--- src/rtl/jtsdram_rdarb_pkg.sv ---
// Shared definitions for the SDRAM read arbiter: FSM states, requester
// index width and small helpers for requester index arithmetic.
package jtsdram_rdarb_pkg;

  localparam int unsigned IDX_W = 2;
  localparam int unsigned NREQ  = 4;

  typedef logic [IDX_W-1:0] idx_t;

  typedef enum logic [1:0] {
    ST_IDLE     = 2'd0,
    ST_WAIT_ACK = 2'd1,
    ST_WAIT_RDY = 2'd2
  } state_t;

  // Next requester in round-robin order (wraps 3 -> 0)
  function automatic idx_t next_idx(input idx_t i);
    return i + 1'b1;
  endfunction

  // One-hot requester mask for a given index
  function automatic logic [NREQ-1:0] onehot(input idx_t i);
    logic [NREQ-1:0] m;
    m    = '0;
    m[i] = 1'b1;
    return m;
  endfunction

endpackage

--- src/rtl/jtsdram_rr_pick.sv ---
// Four-way rotating priority encoder: returns the first set request bit
// scanning from prio upwards, modulo 4.
module jtsdram_rr_pick
  import jtsdram_rdarb_pkg::*;
(
  input  logic [NREQ-1:0]  req,
  input  logic [IDX_W-1:0] prio,
  output logic             valid,
  output logic [IDX_W-1:0] idx
);

  logic [2*NREQ-1:0] dbl;
  logic [NREQ-1:0]   rot;
  idx_t              off;

  // Rotate so that prio sits at bit 0, then take the lowest set bit
  always_comb begin
    dbl   = {req, req};
    rot   = dbl[prio +: NREQ];
    valid = |rot;
    off   = '0;
    for (int unsigned k = NREQ; k > 0; k--) begin
      if (rot[k-1]) off = idx_t'(k - 1);
    end
    idx = prio + off;
  end

endmodule

--- src/rtl/jtsdram_rdarb.sv ---
// Round-robin read arbiter: four bank requesters share one SDRAM read
// channel. Holds the transaction FSM, latched address, fairness pointer
// and a watchdog that aborts stalled transactions.
module jtsdram_rdarb
  import jtsdram_rdarb_pkg::*;
#(
  parameter int unsigned AW     = 22,
  parameter int unsigned TOUT_W = 8
) (
  input  logic                clk,
  input  logic                rst,
  input  logic [NREQ*AW-1:0]  req_addr,
  input  logic [NREQ-1:0]     req_rd,
  output logic [NREQ-1:0]     req_ack,
  output logic [NREQ-1:0]     req_rdy,
  output logic [AW-1:0]       sdram_addr,
  output logic [IDX_W-1:0]    sdram_ba,
  output logic                sdram_rd,
  input  logic                sdram_ack,
  input  logic                sdram_rdy,
  output logic                busy,
  output logic                timeout
);

  state_t            state, state_nx;
  idx_t              grant, prio;
  logic [TOUT_W-1:0] cnt;
  logic              cnt_full;
  logic              pick_valid;
  idx_t              pick_idx;
  logic              launch, done, expire;

  jtsdram_rr_pick u_pick (
    .req   (req_rd),
    .prio  (prio),
    .valid (pick_valid),
    .idx   (pick_idx)
  );

  assign cnt_full = &cnt;
  assign busy     = (state != ST_IDLE);

  // State register
  always_ff @(posedge clk or posedge rst) begin
    if (rst) state <= ST_IDLE;
    else     state <= state_nx;
  end

  // Next state and combinational forwarding of ack/rdy to the granted requester.
  // A completing rdy takes precedence over a watchdog expiry in the same cycle.
  always_comb begin
    state_nx = state;
    launch   = 1'b0;
    done     = 1'b0;
    expire   = 1'b0;
    req_ack  = '0;
    req_rdy  = '0;
    case (state)
      ST_IDLE: begin
        if (pick_valid) begin
          launch   = 1'b1;
          state_nx = ST_WAIT_ACK;
        end
      end
      ST_WAIT_ACK: begin
        if (sdram_ack) req_ack = onehot(grant);
        if (sdram_ack && sdram_rdy) begin
          req_rdy  = onehot(grant);
          done     = 1'b1;
          state_nx = ST_IDLE;
        end else if (cnt_full) begin
          expire   = 1'b1;
          state_nx = ST_IDLE;
        end else if (sdram_ack) begin
          state_nx = ST_WAIT_RDY;
        end
      end
      ST_WAIT_RDY: begin
        if (sdram_rdy) begin
          req_rdy  = onehot(grant);
          done     = 1'b1;
          state_nx = ST_IDLE;
        end else if (cnt_full) begin
          expire   = 1'b1;
          state_nx = ST_IDLE;
        end
      end
      default: state_nx = ST_IDLE;
    endcase
  end

  // Grant latch, command outputs, fairness pointer, watchdog and sticky timeout
  always_ff @(posedge clk or posedge rst) begin
    if (rst) begin
      grant      <= '0;
      prio       <= '0;
      cnt        <= '0;
      sdram_addr <= '0;
      sdram_ba   <= '0;
      sdram_rd   <= 1'b0;
      timeout    <= 1'b0;
    end else begin
      if (launch) begin
        grant      <= pick_idx;
        sdram_ba   <= pick_idx;
        sdram_addr <= req_addr[32'(pick_idx)*AW +: AW];
        sdram_rd   <= 1'b1;
        cnt        <= '0;
      end else if (busy) begin
        cnt <= cnt + 1'b1;
      end
      if (state == ST_WAIT_ACK && sdram_ack) sdram_rd <= 1'b0;
      if (expire) begin
        sdram_rd <= 1'b0;
        timeout  <= 1'b1;
      end
      if (done || expire) prio <= next_idx(grant);
    end
  end

endmodule

--- config.mk ---
export PLATFORM = sky130hd
export DESIGN_NAME = jtsdram_rdarb
export DESIGN_NICKNAME = d
export VERILOG_FILES = /design/src/rtl/jtsdram_rdarb_pkg.sv /design/src/rtl/jtsdram_rr_pick.sv /design/src/rtl/jtsdram_rdarb.sv
export SDC_FILE = /design/constraint.sdc
export NUM_CORES = 1
export LEC_CHECK = 0
export CAP_MARGIN = 5
export CORE_MARGIN = 2
export CORE_UTILIZATION = 46
export DETAILED_ROUTE_END_ITERATION = 8
export GPL_ROUTABILITY_DRIVEN = 0
export PLACE_DENSITY = 0.89
export SYNTH_ARGS = -nofsm -noshare
export SYNTH_HDL_FRONTEND = slang
export SYNTH_SLANG_ARGS = --single-unit
--- constraint.sdc ---
create_clock -name clk -period 4.2 [get_ports clk]
set_input_delay 0.63 -clock clk [delete_from_list [all_inputs] [get_ports clk]]
set_output_delay 0.63 -clock clk [all_outputs]
set_load 0.03 [all_outputs]
Yosys cells after proc, flatten, opt, wreduce, memory -nomap -nowiden
Cells that the tools add are included.
Storage, ports and cells
  register bits after elaboration: 38
  input port bits: 96
  output and inout bits: 35
  logic and storage cells: 63
Operators by class
  $add $sub $neg: 3
  multipliers: 1
  $lt $le $gt $ge: 2
  equality and inequality tests: 5
  shifts and indexed selects: 2
  muxes and demuxes: 32
  reduce and logical (&&, ||, !) cells: 11
Operators with widths (number)
  88-bit by 8-bit variable part select with 22-bit output: 1
  2-bit 2-to-1 mux: 10
  4-bit 2-to-1 mux: 4
  8-bit 2-to-1 mux: 2
  1-bit 2-to-1 mux: 11
  8-bit by 1-bit adder with 8-bit output (second input constant): 1
  4-bit case mux with 2 select lines: 1
  8-bit AND reduction: 1
  8-bit by 3-bit variable part select with 4-bit output: 1
  2-bit by 4-bit multiplier with 6-bit output (second input constant): 1
  2-bit case mux with 3 select lines: 1
  4-bit != test (second input constant): 1
  1-bit case mux with 2 select lines: 2
  2-bit nonzero test: 2
  4-bit OR reduction: 1
  1-bit logical AND: 3
  2-bit by 3-bit less-than comparator with 1-bit output (second input constant): 1
  3-bit != test (second input constant): 1
  3-bit AND reduction: 1
  3-bit nonzero test: 1
  2-bit by 1-bit adder with 2-bit output (second input constant): 1
  2-bit adder: 1
  1-bit demux with 2-bit select: 1
  2-bit by 1-bit == test with 1-bit output (second input constant): 1
  5 further kinds: 5

Logic depth before layout (Yosys ltp)
Gate-level depths: netlist of the first run.
  word-level depth: 8
  mapped depth: 12

By module
A second synthesis of the first run with hierarchy kept.
Second synthesis, totals
  cell total of the unflattened synthesis: 187
  area, all modules: 2438.6 um^2
By module, submodules not included
  jtsdram_rdarb: times used 1, cells each 165, area each 2277.2 um^2
  jtsdram_rr_pick: times used 1, cells each 22, area each 161.4 um^2

Least setup slack after synthesis of the first run
Ideal clock, no wire load.
  path type: input -> register
  start: input port req_rd[2]
  end: register sdram_addr[1]
  library setup time: 95 ps
  data arrival time: 2523 ps
  required time: 4105 ps
  slack: 1582 ps
  stages on the path: 11
  buffers on the path: 3
  cells stage by stage: and3b_1 -> a21oi_1 -> nor2_1 -> a21oi_1 -> o221ai_1 -> ha_1 -> clkbuf_1 -> clkbuf_1 -> buf_2 -> a221oi_1 -> o31ai_1
On the way
  word-level cells in the longest chain between the ends: 8
RTL lines
  from (decl): RTL line jtsdram_rdarb.sv:13  | input logic [NREQ-1:0] req_rd,
  8-bit by 3-bit variable part select with 4-bit output *: RTL line jtsdram_rr_pick.sv:19  | rot = dbl[prio +: NREQ];
  2-bit 2-to-1 mux (3 in series): RTL line jtsdram_rr_pick.sv:23  | if (rot[k-1]) off = idx_t'(k - 1);
  2-bit 2-to-1 mux *: RTL line jtsdram_rr_pick.sv:23
  2-bit adder *: RTL line jtsdram_rr_pick.sv:25  | idx = prio + off;
  net pick_idx[0]: RTL line jtsdram_rdarb.sv:30  | idx_t pick_idx;
  2-bit by 4-bit multiplier with 6-bit output *: RTL line jtsdram_rdarb.sv:106  | sdram_addr <= req_addr[32'(pick_idx)*AW +: AW];
  88-bit by 8-bit variable part select with 22-bit output *: RTL line jtsdram_rdarb.sv:106
  to (signal assigned): RTL line jtsdram_rdarb.sv:106
  to (decl): RTL line jtsdram_rdarb.sv:16  | output logic [AW-1:0] sdram_addr,
Mark *: on every way through the listed nets, which the timed path passes. The rest lies on a longest branch.
A chain may end at the register's enable or synchronous reset.

Worst setup path in the final report of the first run
  start: input port req_rd[1]
  end: register sdram_addr[2]
On the way
  word-level cells in the longest chain between the ends: 8
RTL lines (RTL line)
  8-bit by 3-bit variable part select with 4-bit output *: jtsdram_rr_pick.sv:19
  2-bit 2-to-1 mux (4 in series): jtsdram_rr_pick.sv:23
  2-bit adder: jtsdram_rr_pick.sv:25
  2-bit by 4-bit multiplier with 6-bit output: jtsdram_rdarb.sv:106
  88-bit by 8-bit variable part select with 22-bit output: jtsdram_rdarb.sv:106
Mark *: on every way between the ends. The rest lies on a longest branch, timed or not.

==> impl_metrics.py, run 1 <==
metrics = {
    "run_status": {
        "status": "completed",
    },
    "sta": {
        "fin_hold_ws_ns": 0.4758,
        "fmax_mhz": 297.5,
        "worst_slack_ns": 0.8386,
        "fin_tns_setup_ns": 0,
        "worst_slew_pin_slew_ns": 0.9441,
        "rsz0062_at_grt": "false",
        "hold_viol": 0,
        "fin_crit_ns": 3.361,
        "finalCritPeriodShare_pct": 80.03,
        "setup_viol": 0,
        "slew_headroom_pct": 36.92,
        "fin_skew_ns": 0.005821,
        "final_max_slew_viol_count": 0,
    },
    "synth": {
        "synthArstFlopShare_pct": 100.0,
        "synth_nets": 413,
        "ys_seq_area_share_pct": 32.42,
        "synthFlopType": "dfrtp_1",
        "synth_top_area_share_pct": 32.42,
        "synthDistinctLibCells": 44,
        "ys_top_cells_by_area": "dfrtp_1, nor2b_1, a2111oi_2, o31ai_2, a221oi_1",
        "synthCells": 308,
        "yosysTopAreaCell": "dfrtp_1",
        "synth_area_um2": 2933,
        "ys_ff_latch": 38,
        "synth_warnings": 0,
        "avgSynthCellArea_um2": 9.522,
        "synth-edff-count": 0,
    },
    "global_route": {
        "grt_pass1_vias": 2854,
        "grt_antenna_before_repair": 0,
        "overflow": 0,
        "grt_pass1_wl_um": 13350,
        "grt_use_total_pct": 23.44,
        "grt_max_degree": 87,
    },
    "final_layout": {
        "utilization_pct": 69.67,
        "area_delta_synth_final_pct": 48.25,
        "diodes": 0,
        "drive_gt1_share_pct": 14.35,
        "final_design_area_no_fill_um2": 4348,
        "stdcell_count": 502,
        "nets": 529,
    },
    "route": {
        "route.detailed.drc": 0,
        "firstDrtPassIters": 4,
        "vias_per_cell": 5.791,
        "drt-total-wl_um": 8224,
        "drtAntennaViolNets": 0,
        "vias": 2907,
        "routedWlPerCell_um": 16.38,
        "drt_iter0_markers": 101,
    },
    "clock_network": {
        "post_cts_buffers": 0,
        "hold_buffers": 0,
        "ctsHtreeMaxLevel": 2,
        "cts_buffers": 5,
        "clock-sinks": 38,
        "cts_tree": "done",
        "clockRootBuffer": "clkbuf_8",
        "cts_buffer_depth": 2,
        "clk_pin_slew_ns": 0.07,
        "clkLatencyLatePin_ns": 0.29,
        "cts_repair_resize_count": 0,
    },
    "floorplan": {
        "die_y_um": 83.85,
        "num_rows": 29,
        "pin_count": 131,
        "core_um2": 6241,
        "dieArea_um2": 7030,
        "start_util_pct": 46.99,
        "die_w_um": 83.85,
    },
    "power_and_ir_drop": {
        "power_mw": 3.460,
        "vdd_drop_max_v": 0.0006455,
        "p_leak_nw": 1.660,
        "powerDensity_nw_per_um2": 795.8,
    },
    "worst_setup_path": {
        "path_class": "input pin to flip-flop",
        "startpoint_type": "input pin",
        "endpoint_kind": "flip-flop",
        "critPathMaxFanout": 23,
        "arrival_ns": 3.55,
        "cp_data_required_time_ns": 4.39,
    },
    "placed_design": {
        "dp_cells": 494,
        "dp_slack_ns": 0.5708,
        "dpl.hpwl_um": 6179,
        "port_buffers": 130,
        "place_area_um2": 4257,
    },
    "flow_run": {
        "drv_cap": 0,
    },
    "worst_hold_path": {
        "hold_class": "flip-flop to flip-flop",
    },
}
## layout by cell type, fill, tap and decap left out, types with 2 or more instances in the layout
cell / instances
a2111oi_0: 3
a2111oi_2: 19
a21oi_1: 8
a221oi_1: 23
and2_1: 4
and3_1: 5
and3b_1: 2
buf_4: 5
clkbuf_8: 6
clkdlybuf4s50_1: 130
dfrtp_1: 38
ha_1: 8
inv_1: 7
mux2_2: 2
nand2_1: 37
nand2b_1: 3
nand3_1: 3
nor2_1: 8
nor2b_1: 47
nor3_1: 4
nor3b_1: 3
o21ai_0: 9
o21bai_1: 2
o22ai_1: 2
o31ai_1: 4
o31ai_2: 19
or2_2: 2
xnor2_1: 2
xor2_1: 2
## power by group
group          internal [mW]  leakage, nW  total [mW]  switching, mW
clock network          0.132       0.0482       0.261          0.128
logic                   1.05         1.14        2.53           1.47
registers              0.532        0.473       0.670          0.137
total                   1.72         1.66        3.46           1.74
## registers in the layout, summed over array words and instances (netlist names)
register	cells
cnt	8
grant	2
prio	2
sdram_addr	22
sdram_rd	1
state	2
timeout	1
## metal layers
layer	up-vias	wire, µm	track usage, %
met5	-	0	0
met4	0	248	9.238
met3	19	577	5.737
met2	116	3964	39.13
met1	1380	3434	29.16
li1	1392	-	-
## cells by family after synthesis
kind of cell / Yosys count / share of synthesized area [%]
muxes: 3 / 1.280
buffers and inverters: 33 / 5.589
AOI/OAI and AO/OA: 98 / 32.98
and+or+nand+nor: 123 / 22.70
DFF: 38 / 32.42
adders and majority gates: 9 / 3.840
xor gates and xnor gates: 4 / 1.195
## path summary, 6_finish.rpt
check	from	endpoint	slack, ns	depth (start not counted)
setup reg to reg	prio[0]	sdram_addr[2]	1.20	10
hold reg to reg	timeout	timeout	0.48	1
hold / removal	timeout	timeout	0.48	1
setup / recovery	req_rd[1]	sdram_addr[2]	0.84	11
min in group asynchronous	rst	cnt[7]	0.76	3
max in group asynchronous	rst	sdram_addr[21]	3.10	3
## synth_stat cells (2+ instances only)
cell       count
nor2_1         8
nand2_1       38
nor3_1         4
o31ai_2       19
nand3_1        3
or2_2          2
and3_1         5
nand2b_1       3
mux2_2         2
buf_2          8
dfrtp_1       38
xor2_1         2
a221oi_1      23
o31ai_1        4
o21bai_1       2
and2_1         4
buf_6          2
xnor2_1        2
and3b_1        2
ha_1           9
nor2b_1       47
o21ai_0        9
inv_1          7
a21oi_1        9
a2111oi_0      3
clkbuf_1      11
buf_4          4
a2111oi_2     19
nor3b_1        3
o22ai_1        2
## area by class of cell
type	count	area, µm²
fill	485	1893
multi-input combinational	237	1844
timing repair buffer	135	1339
sequential	38	950.9
tap	77	96.34
clock buffer	7	86.33
inverter	7	26.28
clock inverter	1	5.005
## critical path, stage by stage
cell             delay, ns
clkdlybuf4s50_1       0.58
and3b_1               0.20
a21oi_1               0.18
nor2_1                0.07
a21oi_1               0.12
o221ai_1              0.18
ha_4                  0.22
xor2_1                0.18
a21oi_4               0.74
a2111oi_0             0.17
o31ai_1               0.26
Note: power is estimated with default switching activity, not from simulation.
==> run 2, diff against run 1 <==
--- a/config.mk
+++ b/config.mk
@@ -7,10 +7,10 @@
 export LEC_CHECK = 0
 export CAP_MARGIN = 5
 export CORE_MARGIN = 2
-export CORE_UTILIZATION = 46
+export CORE_UTILIZATION = 43
 export DETAILED_ROUTE_END_ITERATION = 8
 export GPL_ROUTABILITY_DRIVEN = 0
-export PLACE_DENSITY = 0.89
+export PLACE_DENSITY = 0.84
 export SYNTH_ARGS = -nofsm -noshare
 export SYNTH_HDL_FRONTEND = slang
 export SYNTH_SLANG_ARGS = --single-unit
==> constraint.sdc (replaced) <==
create_clock -name clk -period 3.1 [get_ports clk]
set_input_delay 0.465 -clock clk [delete_from_list [all_inputs] [get_ports clk]]
set_output_delay 0.465 -clock clk [all_outputs]
set_load 0.03 [all_outputs]
==> run 2 against run 1 <==
Effect of this change:
- largest power group unchanged
- non-clock buffer count increased by 14
- combinational power grew 53%
- register-to-register slack lost 0.77 ns
==> impl_metrics.py, run 2 (synthesis gave the netlist of run 1 again) <==
metrics = {
    "worst_setup_path": {
        "rr_startpoint": "prio[0]",
        "path_class": "input pin to flip-flop",
        "reg2reg_setup_slack_ns": 0.43,
        "rr_endpoint": "sdram_addr[14]",
        "critPathMaxFanout": 22,
        "arrival_ns": 3.05,
        "startpoint_type": "input pin",
        "startpoint": "req_rd[1]",
        "reg2regPathDepth": 10,
        "endpoint_kind": "flip-flop",
        "cp_data_required_time_ns": 3.27,
    },
    "worst_hold_path": {
        "hold_class": "flip-flop to flip-flop",
        "hold_depth": 1,
        "min_to": "timeout",
        "hp-start": "timeout",
    },
    "sta": {
        "hold_viol": 0,
        "slew_headroom_pct": 40.42,
        "fin_crit_ns": 2.878,
        "fin_hold_ws_ns": 0.4759,
        "fin_skew_ns": 0.01159,
        "rsz0062_at_grt": "false",
        "worst_slew_pin_slew_ns": 0.8936,
        "fmax_mhz": 347.4,
        "finalCritPeriodShare_pct": 92.84,
        "setup_viol": 0,
        "final_max_slew_viol_count": 0,
    },
    "global_route": {
        "grt_pass1_vias": 2779,
        "grt_use_total_pct": 22.36,
        "grt_pass1_wl_um": 13120,
        "grt_antenna_before_repair": 0,
        "overflow": 0,
        "grt_max_degree": 65,
    },
    "floorplan": {
        "pin_count": 131,
        "start_util_pct": 43.90,
        "die_w_um": 86.59,
        "core_um2": 6681,
        "num_rows": 30,
        "die_y_um": 86.59,
        "dieArea_um2": 7497,
    },
    "clock_network": {
        "ctsHtreeMaxLevel": 2,
        "clkLatencyLatePin_ns": 0.29,
        "cts_buffer_depth": 2,
        "clock-sinks": 38,
        "clk_pin_slew_ns": 0.09,
        "clockRootBuffer": "clkbuf_8",
        "cts_tree": "done",
        "cts_buffers": 5,
    },
    "route": {
        "routedWlPerCell_um": 16.98,
        "firstDrtPassIters": 4,
        "vias": 2932,
        "route.detailed.drc": 0,
        "drt_iter0_markers": 190,
        "vias_per_cell": 5.628,
        "drtAntennaViolNets": 0,
        "drt-total-wl_um": 8846,
    },
    "final_layout": {
        "regMostFlops": "sdram_addr",
        "largest_register_ffs": 22,
        "nets": 545,
        "layout_commonest_cell": "clkdlybuf4s50_1",
        "area_delta_synth_final_pct": 56.48,
        "drive_gt1_share_pct": 18.59,
        "largestRegisters": "sdram_addr x22, cnt x8",
        "final_cell_mix": "clkdlybuf4s50_1, nor2b_1, dfrtp_1",
        "diodes": 0,
    },
    "run_status": {
        "status": "completed",
    },
    "power_and_ir_drop": {
        "p_leak_nw": 1.762,
        "power_mw": 5.185,
        "vdd_drop_max_v": 0.0008134,
        "powerDensity_nw_per_um2": 1130,
    },
    "placed_design": {
        "port_buffers": 130,
        "dpl.hpwl_um": 6459,
    },
    "flow_run": {
        "drv_cap": 0,
    },
}
## run 2: cell count changes in the layout (fill, tap and decap cells not counted), moves of 2 or more
cell,change
buf_12,+4
a221oi_2,+2
clkinvlp_4,+2
buf_4,+10
a221oi_1,-2
## run 2: report_power, final
part           switching, mW  internal, mW  leakage, nW
combinational           2.18          1.67         1.24
clock                  0.191         0.239       0.0504
sequential             0.176         0.721        0.473
## run 2: worst max path at each step
| stage | endpoint | slack (ns) |
|---|---|---|
| 4_1_cts | sdram_addr[12] | -0.09 |
| 3_3_place_gp | sdram_addr[13] | -0.42 |
| 2_1_floorplan | sdram_addr[1] | 0.58 |
| 3_5_place_dp | sdram_addr[14] | -0.53 |
| 5_1_grt | sdram_addr[8] | 0.04 |
| 6_report | sdram_addr[14] | 0.22 |
## run 2: area by class of cell
type	instances	area [µm²]
Fill cell	524	2092
Multi-Input combinational cell	239	1904
Timing Repair Buffer	149	1494
Sequential cell	38	950.9
Tap cell	80	100.1
Clock buffer	5	68.82
Clock inverter	3	45.04
Inverter	7	26.28
## run 2: metrics by stage
stage	std cells	setup WS, ns	instance area, µm²	setup TNS [ns]	utilization [%]
final	521	0.2219	4589	0	68.69
after global routing	521	0.04404	4589	0	68.69
after CTS	516	-0.08545	4497	-0.7287	67.30
after detailed placement	507	-0.5281	4373	-7.255	65.45
after global placement	507	-0.4247	4373	-5.633	65.45
after floorplan	308	0.5813	2933	0	-
## run 2: metal layers
layer	global-route usage (%)	wire length (µm)	vias to the layer above	part of all wire, %
li1	-	-	1419	-
met1	26.14	3400	1372	38
met2	38.04	4537	118	51
met3	6.000	608	23	6.9
met4	10.51	300	0	3.4
met5	0	0	-	0
## run 2: worst max-delay path, cell delays in order
cell,delay [ns]
clkdlybuf4s50_1,0.49
and3b_1,0.18
a21oi_1,0.12
nor2_1,0.05
a21oi_1,0.13
o221ai_1,0.17
ha_4,0.22
xnor2_2,0.38
o21ai_4,0.30
a221oi_1,0.42
o31ai_2,0.11
## run 2: what timing repair did
item	CTS	global route
setup endpoints to repair	9	23
setup buffers	0	4
hold buffers	0	0
pin swaps	1	1
cloned	1	1
gates resized for setup	0	6
